$ cat src/rtl/frame_stream_pkg.sv
// frame_stream_pkg: shared types, grayscale weights and helpers for the frame streamer
package frame_stream_pkg;

    typedef enum logic {
        MODE_COLOUR = 1'b0,
        MODE_GRAY   = 1'b1
    } mode_e;

    localparam int GRAY_KR = 77;
    localparam int GRAY_KG = 150;
    localparam int GRAY_KB = 29;

    typedef struct packed {
        logic        sop;
        logic        eop;
        mode_e       mode;
        logic [11:0] rgb444;
    } pixel_t;

    function automatic logic [9:0] expand4to10(input logic [3:0] n);
        return {n, n, 2'b00};
    endfunction

    // Only code 1 selects grayscale; every other request renders in colour
    function automatic mode_e to_mode(input logic [2:0] m);
        return (m == 3'd1) ? MODE_GRAY : MODE_COLOUR;
    endfunction

endpackage

$ cat src/rtl/frame_stream_ctrl_fifo.sv
// pix_fifo2: two-entry skid FIFO of tagged pixels whose head register is the output stage
module pix_fifo2
    import frame_stream_pkg::*;
(
    input  logic       clk,
    input  logic       reset,
    input  logic       clr,
    input  logic       push,
    input  logic       pop,
    input  pixel_t     din,
    output pixel_t     head,
    output logic [1:0] count
);

    pixel_t mem [2];
    logic   wp;
    logic   rp;

    // Storage, pointers and occupancy; clr drops everything queued
    always_ff @(posedge clk) begin
        if (reset || clr) begin
            mem[0] <= '0;
            mem[1] <= '0;
            wp     <= 1'b0;
            rp     <= 1'b0;
            count  <= 2'd0;
        end else begin
            if (push) begin
                mem[wp] <= din;
                wp      <= ~wp;
            end
            if (pop) rp <= ~rp;
            count <= count + 2'(push) - 2'(pop);
        end
    end

    assign head = mem[rp];

endmodule

$ cat src/rtl/frame_stream_ctrl.sv
// frame_stream_ctrl: raster frame-buffer reader streaming formatted pixels as Avalon-ST video packets
module frame_stream_ctrl
    import frame_stream_pkg::*;
#(
    parameter int WIDTH  = 320,
    parameter int HEIGHT = 240,
    parameter int AW     = 17
) (
    input  logic          clk,
    input  logic          reset,
    input  logic [2:0]    mode_req,
    input  logic          resync,
    output logic [AW-1:0] rd_addr,
    input  logic [11:0]   rd_data,
    output logic [29:0]   out_data,
    output logic          out_valid,
    input  logic          out_ready,
    output logic          out_sop,
    output logic          out_eop,
    output logic [2:0]    mode_active,
    output logic          frame_done
);

    localparam logic [0:0]    RUN   = 1'b0;
    localparam logic [0:0]    FLUSH = 1'b1;
    localparam logic [AW-1:0] LAST  = AW'(WIDTH * HEIGHT - 1);

    logic [0:0] state;
    logic       inflight;
    logic       tag_sop;
    logic       tag_eop;
    mode_e      tag_mode;
    pixel_t     push_pix;
    pixel_t     head;
    logic [1:0] count;
    logic       pop;
    logic       issue;
    logic [9:0] r10;
    logic [9:0] g10;
    logic [9:0] b10;
    logic [9:0] gray;
    logic [17:0] luma;

    assign push_pix = '{sop: tag_sop, eop: tag_eop, mode: tag_mode, rgb444: rd_data};

    pix_fifo2 u_fifo (
        .clk   (clk),
        .reset (reset),
        .clr   (resync),
        .push  (inflight),
        .pop   (pop),
        .din   (push_pix),
        .head  (head),
        .count (count)
    );

    // Handshake and fetch credit: a slot freed by this cycle's pop can be refilled at once,
    // which keeps the stream bubble-free while never exceeding two pixels in the pipeline
    always_comb begin
        out_valid  = count != 2'd0;
        pop        = out_valid && out_ready;
        issue      = (state == RUN) && ((3'(count) + 3'(inflight) - 3'(pop)) < 3'd2);
        out_sop    = out_valid && head.sop;
        out_eop    = out_valid && head.eop;
        frame_done = pop && head.eop;
    end

    // RGB444 to 30-bit output; grayscale luma replicated to all channels
    always_comb begin
        r10      = expand4to10(head.rgb444[11:8]);
        g10      = expand4to10(head.rgb444[7:4]);
        b10      = expand4to10(head.rgb444[3:0]);
        luma     = 18'(GRAY_KR) * 18'(r10) + 18'(GRAY_KG) * 18'(g10) + 18'(GRAY_KB) * 18'(b10);
        gray     = 10'(luma >> 8);
        out_data = (head.mode == MODE_GRAY) ? {gray, gray, gray} : {r10, g10, b10};
    end

    // Read sequencer: raster addresses, per-pixel tags, frame-boundary mode latch and resync flush
    always_ff @(posedge clk) begin
        if (reset) begin
            state       <= RUN;
            rd_addr     <= '0;
            inflight    <= 1'b0;
            tag_sop     <= 1'b0;
            tag_eop     <= 1'b0;
            tag_mode    <= MODE_COLOUR;
            mode_active <= 3'd0;
        end else if (resync) begin
            state    <= FLUSH;
            rd_addr  <= '0;
            inflight <= 1'b0;
        end else begin
            state    <= RUN;
            inflight <= issue;
            if (issue) begin
                rd_addr  <= (rd_addr == LAST) ? '0 : rd_addr + AW'(1);
                tag_sop  <= rd_addr == '0;
                tag_eop  <= rd_addr == LAST;
                tag_mode <= (rd_addr == '0) ? to_mode(mode_req) : to_mode(mode_active);
                if (rd_addr == '0) mode_active <= mode_req;
            end
        end
    end

endmodule
$ cat config.mk
export PLATFORM = sky130hd
export DESIGN_NAME = frame_stream_ctrl
export DESIGN_NICKNAME = d
export VERILOG_FILES = /design/src/rtl/frame_stream_pkg.sv /design/src/rtl/frame_stream_ctrl_fifo.sv /design/src/rtl/frame_stream_ctrl.sv
export SDC_FILE = /design/constraint.sdc
export NUM_CORES = 1
export LEC_CHECK = 0
export ABC_AREA = 1
export BUFFER_PORTS_ARGS = -buffer_cell sky130_fd_sc_hd__buf_2
export CAP_MARGIN = 20
export CORE_MARGIN = 3
export CORE_UTILIZATION = 60
export DETAILED_ROUTE_END_ITERATION = 10
export PLACE_DENSITY = 0.81
export SYNTH_ARGS = -nofsm -noshare
export SYNTH_HDL_FRONTEND = slang
export SYNTH_SLANG_ARGS = --single-unit
$ cat constraint.sdc
create_clock -name clk -period 15.7 [get_ports clk]
set_input_delay 1.57 -clock clk [delete_from_list [all_inputs] [get_ports clk]]
set_output_delay 1.57 -clock clk [all_outputs]
set_load 0.05 [all_outputs]
==> impl_metrics.py <==
metrics = {
    "timing": {
        "finalSetupViolations": 0,
        "fmax_mhz": 115,
        "max-slew-margin-rel_pct": 35.3,
        "period_minus_slack_ns": 8.73,
        "post-route-period-util_pct": 55.6,
        "grt_setup_unrepaired": "no",
        "finalClockSkew_ns": 0.00338,
        "tns_ns": 0,
        "worst_slew_pin_slew_ns": 0.958,
        "maxSlewViolCount": 0,
        "hold_violations": 0,
        "holdWs_ns": 0.468,
    },
    "synth": {
        "syn_area_um2": 6700,
        "syn_inst": 874,
        "async_flop_share_pct": 0,
        "synth_top_area_share_pct": 20.3,
        "synthTopCellsByCount": "180 x nand2_1, 153 x inv_1, 109 x ha_1",
        "yosys.area.top_type": "ha_1",
        "seq_area_frac_synth_pct": 22.4,
        "yosysWarningCount": 0,
        "synthDistinctLibCells": 49,
        "yosysMostFrequentCell": "nand2_1",
        "synthTopCellsByArea": "ha_1 20%, edfxtp_1 13%, nand2_1 10%",
        "synth_flop_cell": "edfxtp_1",
        "syn_nets": 1034,
        "syn-mean-instance-area_um2": 7.67,
        "yosys_register_bits": 60,
        "synth_edf_count": 30,
    },
    "cells_and_area": {
        "nNetsFinal": 1109,
        "drive_gt1_share_pct": 12.9,
        "area_delta_synth_final_pct": 10.2,
        "n_antenna_cell": 0,
        "num-fill-cells": 900,
        "multi_input_area_um2": 4550,
        "seq_area_um2": 1500,
        "fin_area_um2": 7390,
    },
    "floorplan": {
        "initial_utilization_pct": 63.2,
        "dieArea_um2": 12500,
        "core_area_um2": 10600,
        "pin_count": 73,
        "die_w_um": 112,
        "die_y_um": 112,
        "rows": 37,
    },
    "power": {
        "power.internal_uw": 456,
        "p_comb_share_pct": 69.1,
        "power.net_switching_uw": 543,
        "pwr-share-seq_pct": 17.4,
        "clkPwrFrac_pct": 13.5,
        "peakVddDrop_uv": 197,
        "leakagePower_nw": 4.17,
        "switching_share_pct": 54.4,
        "p_per_area_nw_per_um2": 135,
    },
    "clock_network": {
        "cts_resized": 0,
        "cts_buffers": 9,
        "cts-root-to-sink-buffers": 2,
        "clk_pin_slew_ns": 0.07,
        "hold_buffers": 0,
        "clk_latency_ns": 0.33,
        "cts_setup_buffers": 0,
        "cts_tree": "yes",
        "clockRootBuffer": "clkbuf_8",
        "h-tree-depth": 3,
        "clkSinkCount": 60,
    },
    "drt": {
        "num_vias": 5829,
        "wire_per_inst_um": 13.7,
        "drt_iter0_drc": 364,
        "ant_nets": 0,
        "viasPerCell": 5.35,
        "drc": 0,
        "wl_um": 15000,
        "drt_first_pass_iters": 5,
    },
    "worst_setup_path": {
        "cp.required_ns": 14.13,
        "path_class": "flop to output port",
        "crit_path_end_kind": "output port",
        "cp_data_arrival_time_ns": 7.16,
        "critPathMaxStageDelay_ns": 0.72,
        "startpoint_type": "flop",
        "cpMaxStageDelayCell": "dfxtp_1",
        "cp_common_cell": "nand2_1",
        "cp_max_fo": 20,
    },
    "grt": {
        "grt_usage_pct": 25.4,
        "antenna_found_initial": 0,
        "grt_max_degree": 21,
        "overflow": 0,
        "grt_pass1_wl_um": 26400,
        "grt_pass1_vias": 5725,
    },
    "outcome": {
        "status": "complete, no violations",
    },
    "placed_design": {
        "place_area_um2": 7190,
        "io_buffer_count": 72,
        "dp_hpwl_um": 12400,
        "gp_congestion": 0.939,
    },
    "worst_hold_path": {
        "worstHoldPathType": "flop to flop",
    },
    "job": {
        "drv_cap": 0,
    },
}
## placed cells by master (no fill, tap or decap), types with 4 or more instances in the layout
cell,Yosys,routed
inv_1,153,153
a21o_1,10,10
nor2_2,6,6
edfxtp_1,30,30
o21bai_1,4,4
nand2_1,180,180
xor2_1,23,23
clkbuf_8,0,10
buf_2,1,72
xnor2_1,13,13
nand4_1,12,12
nor3_1,11,11
a21oi_1,50,50
a31oi_1,5,5
o21ai_0,25,24
fa_1,32,32
or2_2,7,7
nand3_1,40,40
dfxtp_1,30,30
ha_1,109,109
nand2_2,4,4
nor2_1,79,79
## power groups by stage
stage / logic (mW) / clock network [mW] / registers, mW
floorplan: 0.544 / 0 / 0.181
global placement: 0.672 / 0 / 0.177
detailed placement: 0.682 / 0 / 0.177
CTS: 0.686 / 0.137 / 0.174
global route: 0.775 / 0.144 / 0.175
finish: 0.690 / 0.134 / 0.174
## state kept, by name, summed over array words and instances (netlist names), 2 cells and up, named ones only
register / count
u_fifo.mem: 30
rd_addr: 17
mode_active: 3
u_fifo.count: 2
## cells by family after synthesis
| logic type | Yosys count | share of synthesized area, % |
|---|---|---|
| AND/OR/NAND/NOR | 356 | 23.5 |
| buffers and inverters | 169 | 9.78 |
| adder cells (fa/ha/maj) | 141 | 29.9 |
| AO/OA/AOI/OAI | 110 | 9.52 |
| flip-flops | 60 | 22.4 |
| XOR/XNOR | 36 | 4.70 |
| other | 1 | 0.0559 |
| multiplexers | 1 | 0.149 |
## final cells by class
cell class,instances,share of cell area [%]
inverter,158,8.04
timing repair buffer,75,5.18
clock buffer,11,2.20
tap,136,2.30
clock inverter,5,0.440
sequential,60,20.3
multi-input combinational,645,61.5
## worst max-delay path, delay by kind of cell (launching register included)
kind / cells / cell delay, ns
buf+inv: 6 / 1.04
simple gates: 13 / 1.35
xor+xnor: 1 / 0.13
compound gates: 3 / 0.69
flops: 1 / 0.72
fa+ha+maj: 7 / 2.90
## metrics by stage
stage | utilization (%) | setup WS [ns] | power, mW | instances
2_1_floorplan | - | 7.98 | 0.725 | 874
3_3_place_gp | 67.9 | 7.38 | 0.849 | 1074
3_5_place_dp | 67.9 | 7.30 | 0.859 | 1074
4_1_cts | 69.7 | 6.93 | 0.997 | 1090
5_1_grt | 69.7 | 6.21 | 1.09 | 1090
6_report | 69.7 | 6.97 | 0.999 | 1090
## path summary, 6_finish.rpt
check	cells after the start	end	slack (ns)	startpoint
setup / recovery	30	out_data[8]	6.97	flop
hold / removal	2	tag_sop	0.47	tag_sop
setup reg to reg	18	rd_addr[11]	12.61	u_fifo.count[1]
hold reg to reg	2	tag_sop	0.47	tag_sop
## routing by layer
layer,vias up,part of all wire [%],track usage [%]
li1,2971,-,-
met1,2663,44,34.6
met2,177,47,42.0
met3,18,6.6,4.18
met4,0,1.5,6.49
met5,-,0,0
(Power assumes the default switching activity.)
